**config.mk**
```make
export PLATFORM = sky130hd
export DESIGN_NAME = vec_cordic_vectoring
export DESIGN_NICKNAME = d
export VERILOG_FILES = /design/src/rtl/vec_cordic_vectoring.sv
export SDC_FILE = /design/constraint.sdc
export NUM_CORES = 1
export LEC_CHECK = 0
export ABC_AREA = 1
export BUFFER_PORTS_ARGS = -buffer_cell sky130_fd_sc_hd__buf_2
export CORE_MARGIN = 2
export CORE_UTILIZATION = 46
export DETAILED_ROUTE_END_ITERATION = 16
export PLACE_DENSITY_LB_ADDON = 0.08
export SYNTH_ARGS = -nofsm -noshare
export SYNTH_HDL_FRONTEND = slang
export SYNTH_SLANG_ARGS = --single-unit
```
**constraint.sdc**
```tcl
create_clock -name clk -period 4.05 [get_ports clk]
set_clock_uncertainty 0.05 [all_clocks]
set_input_delay 0.81 -clock clk [delete_from_list [all_inputs] [get_ports clk]]
set_output_delay 0.81 -clock clk [all_outputs]
set_load 0.02 [all_outputs]
```
**src/rtl/vec_cordic_vectoring.sv**
```systemverilog
// vec_cordic_vectoring: iterative vectoring CORDIC, (x, y) -> magnitude (gain K included) and phase at 4096 LSB/rad
module vec_cordic_vectoring #(
  parameter int WIDTH      = 16,
  parameter int WIDTH_WIRE = 18,
  parameter int ITER       = 12
) (
  input  logic                         clk,
  input  logic                         rst_n,
  input  logic                         in_valid,
  output logic                         in_ready,
  input  logic signed [WIDTH_WIRE-1:0] x_in,
  input  logic signed [WIDTH_WIRE-1:0] y_in,
  output logic                         out_valid,
  input  logic                         out_ready,
  output logic        [WIDTH_WIRE-1:0] mag_out,
  output logic        [WIDTH-1:0]      phase_out
);
  localparam int XW = WIDTH_WIRE + 1;
  localparam int ZW = WIDTH + 1;
  localparam logic [1:0] S_IDLE = 2'd0, S_ITER = 2'd1, S_DONE = 2'd2;
  localparam logic [12*16-1:0] ANG = {16'd2, 16'd4, 16'd8, 16'd16, 16'd32, 16'd64,
                                      16'd128, 16'd256, 16'd509, 16'd1003, 16'd1899, 16'd3217};
  localparam logic signed [ZW-1:0] P90 = ZW'(6433), P180 = ZW'(12867), P270 = ZW'(19301), P360 = ZW'(25735);
  logic [1:0] state;
  logic signed [XW-1:0] x, y, xe, ye, fx, fy, xs, ys, xn, yn;
  logic signed [ZW-1:0] z, fz, a, zn;
  logic [WIDTH-1:0] phase_nx;
  logic [3:0] i;
  logic xneg, yneg, neg, last;
  assign in_ready = (state == S_IDLE);
  // fold the input into the first quadrant so the iterations only need to cover +-pi/2
  always_comb begin
    xe       = {x_in[WIDTH_WIRE-1], x_in};
    ye       = {y_in[WIDTH_WIRE-1], y_in};
    xneg     = xe[XW-1];
    yneg     = ye[XW-1];
    fx       = !xneg ? (!yneg ? xe : -ye) : (!yneg ? ye : -xe);
    fy       = !xneg ? (!yneg ? ye : xe) : (!yneg ? -xe : -ye);
    fz       = !xneg ? (!yneg ? '0 : P270) : (!yneg ? P90 : P180);
    a        = ZW'(ANG[{i, 4'b0} +: 16]);
    xs       = x >>> i;
    ys       = y >>> i;
    neg      = y[XW-1];
    xn       = neg ? x - ys : x + ys;
    yn       = neg ? y + xs : y - xs;
    zn       = neg ? z - a : z + a;
    phase_nx = WIDTH'(zn < 0 ? zn + P360 : (zn >= P360 ? zn - P360 : zn));
    last     = (i == 4'(ITER - 1));
  end
  always_ff @(posedge clk or negedge rst_n) begin
    if (!rst_n) begin
      state     <= S_IDLE;
      x         <= '0;
      y         <= '0;
      z         <= '0;
      i         <= '0;
      out_valid <= 1'b0;
      mag_out   <= '0;
      phase_out <= '0;
    end else if (state == S_IDLE && in_valid) begin
      x     <= fx;
      y     <= fy;
      z     <= fz;
      i     <= '0;
      state <= S_ITER;
    end else if (state == S_ITER) begin
      x <= xn;
      y <= yn;
      z <= zn;
      i <= i + 4'd1;
      if (last) begin
        state     <= S_DONE;
        out_valid <= 1'b1;
        mag_out   <= xn[WIDTH_WIRE-1:0];
        phase_out <= phase_nx;
      end
    end else if (state == S_DONE && out_ready) begin
      state     <= S_IDLE;
      out_valid <= 1'b0;
    end
  end
endmodule
```
==> results.sh <==
export IMPL_seq_area_frac_synth=0.200
export IMPL_cts_root_buf="clkbuf_16"
export IMPL_rsz0062_at_grt="yes"
export IMPL_startpoint_type="flip-flop"
export IMPL_setup_violations_final=22
export IMPL_synthCells=2010
export IMPL_ys_flop_type="dfrtp_1"
export IMPL_rows=59
export IMPL_timing_final_hold_violations=0
export IMPL_wl_per_cell_um=17.8
export IMPL_route_detailed_vias_per_inst=5.49
export IMPL_nets=2509
export IMPL_diodes=0
export IMPL_max_freq_ghz=0.240
export IMPL_cts_sink_count=96
export IMPL_slowest_stage="dfrtp_2"
export IMPL_hold_class="in2async"
export IMPL_grt_pass1_vias=14500
export IMPL_antenna_found_initial=0
export IMPL_endpoint_kind="flip-flop"
export IMPL_critPathKind="reg2reg"
export IMPL_place_gp_congestion=0.977
export IMPL_critical_path_peak_fanout=7
export IMPL_gr_usage_all_layers=0.344
export IMPL_clockBufferDepth=2
export IMPL_async_reset_ff_frac=1.00
export IMPL_core_mm2=0.0258
export IMPL_cts_tree="done"
export IMPL_synth_distinct_cells=54
export IMPL_synth_edf_count=0
export IMPL_cpPeakStageDelay_ns=0.50
export IMPL_numCtsBuffers=9
export IMPL_vias=15000
export IMPL_fin_crit_sh=1.03
export IMPL_startpoint="i[0]"
export IMPL_ant_nets=0
export IMPL_r2r_start="i[0]"
export IMPL_synth_area_mm2=0.0120
export IMPL_drive_gt1_frac=0.312
export IMPL_synth_fp_nets=2123
export IMPL_clk_pin_slew_ns=0.08
export IMPL_ios=76
export IMPL_drv_slew=0
export IMPL_relSlewSlack=0.0940
export IMPL_areaGrowthSynthToFinish_pct=40.6
export IMPL_period_needed_ns=4.16
export IMPL_io_buffers=75
export IMPL_post_route_cell_area_mm2=0.0169
export IMPL_setup_ws_ns=-0.113
export IMPL_synth_top_area_share=0.201
export IMPL_worstSkewPairLatency_ns=0.37
export IMPL_synthTopCellsByArea="nand2_1 (20%), dfrtp_1 (20%), nand3_1 (9.2%)"
export IMPL_grt_max_degree=62
export IMPL_die_w_um=166
export IMPL_drc=0
export IMPL_yosys_warnings=0
export IMPL_failed_checks="setup timing"
export IMPL_hpwlAfterDp_mm=37.9
export IMPL_htreeDepth=3
export IMPL_start_util=0.465
export IMPL_synth_most_common_cell="nand2_1"
export IMPL_drv_cap=0
export IMPL_avgSynthCellArea_um2=5.98
export IMPL_outcome="finished with violations"
export IMPL_die_area_mm2=0.0274
export IMPL_synth_common_cells="nand2_1 (643), nand3_1 (220), inv_1 (207), o21ai_0 (162), nor2_1 (113)"
export IMPL_critPathArrivalTime_ns=4.37
export IMPL_crit_required_ns=4.26
export IMPL_ff2ff_setup_slack_ns=-0.11
export IMPL_ys_seq_elements=96
export IMPL_drt_wl_total_mm=48.6
export IMPL_grt_pass1_wl_mm=75.3
export IMPL_place_area_mm2=0.0150
export IMPL_die_y_um=166
export IMPL_worst_slew_pin_slew_ns=1.36
export IMPL_dp_cells=2679
export IMPL_place_ws_ns=-0.364
export IMPL_final_cells=2736
export IMPL_drt_iter0_drc=1169
export IMPL_grt_ovfl_total=0
export IMPL_yosys_area_top_type="nand2_1"
export IMPL_first_pass_iters=5
export IMPL_r2r_end="phase_out[15]"
export IMPL_rr_worst_depth=31
-- logic make-up after synthesis --
group | synth area share
AOI/OAI and AO/OA | 0.181
xor gates and xnor gates | 0.0509
adders and majority gates | 0.0779
buffers and inverters | 0.101
DFF | 0.200
muxes | 0.00167
and+or+nand+nor | 0.388
-- cell usage in the layout (no fill, tap or decap), types with 7 or more instances in the layout --
cell	instances
a21oi_1	82
a21oi_2	25
a22oi_1	7
a32oi_1	9
buf_2	74
buf_4	363
buf_6	7
clkbuf_16	9
dfrtp_1	93
ha_1	52
ha_4	16
inv_1	199
inv_2	17
nand2_1	593
nand2_2	54
nand3_1	178
nand3_2	48
nand3_4	7
nand4_1	18
nor2_1	89
nor2_2	24
nor2_4	13
nor3_1	15
nor3_2	9
o211ai_1	24
o21a_1	10
o21ai_0	135
o21ai_1	47
o21ai_2	15
or2_2	11
xnor2_1	21
xor2_1	38
-- sequential cells by signal, indices dropped and copies added, names as in the netlist --
| register | count |
|---|---|
| phase_out | 16 |
| y | 19 |
| out_valid | 1 |
| state | 2 |
| i | 4 |
| x | 19 |
| mag_out | 18 |
| z | 17 |
-- what timing repair did --
item	CTS	global route
cloned	3	0
resized for setup	137	153
buffers inserted	25	14
pin swaps	62	63
hold buffers	0	0
endpoints found under the hold margin	0	0
setup endpoints to repair	29	53
-- cell type report --
type | count | area, um^2
Clock buffer | 10 | 239
Clock inverter | 6 | 83.8
Fill cell | 2451 | 8950
Inverter | 221 | 841
Multi-Input combinational cell | 1618 | 9600
Sequential cell | 96 | 2410
Tap cell | 335 | 419
Timing Repair Buffer | 450 | 3300
-- worst max-delay path by stage --
stage | endpoint | slack [ns]
after floorplan | phase_out[8] | 0.02
after global placement | phase_out[3] | -0.29
after detailed placement | phase_out[3] | -0.36
after CTS | x[11] | -0.02
after global routing | phase_out[12] | -0.39
final | phase_out[15] | -0.11
-- worst max-delay path, delay by kind of cell (launching register included) --
kind,cells,cell delay (ns)
buf+inv,11,1.18
simple gates,16,1.51
compound gates,2,0.32
fa+ha+maj,2,0.49
flops,1,0.50
-- stage by stage --
| stage | utilization | setup TNS [ns] | hold slack, ns |
|---|---|---|---|
| global placement | 0.581 | -3.61 | 0.404 |
| floorplan | - | 0 | 0.409 |
| detailed placement | 0.581 | -5.24 | 0.410 |
| finish | 0.654 | -1.22 | 0.419 |
| global route | 0.654 | -9.43 | 0.447 |
| CTS | 0.625 | -0.0550 | 0.429 |
-- layer usage --
layer / part of all wire / up-vias / GRT usage
met3: 0.050 / 152 / 0.0468
met1: 0.40 / 6950 / 0.401
met5: 0 / - / 0
li1: - / 7420 / -
met4: 0.064 / 0 / 0.215
met2: 0.48 / 493 / 0.594
Power is left out: the tool's default activity adds up to more than one toggle a clock period on the data nets, which glitch-free logic cannot reach.
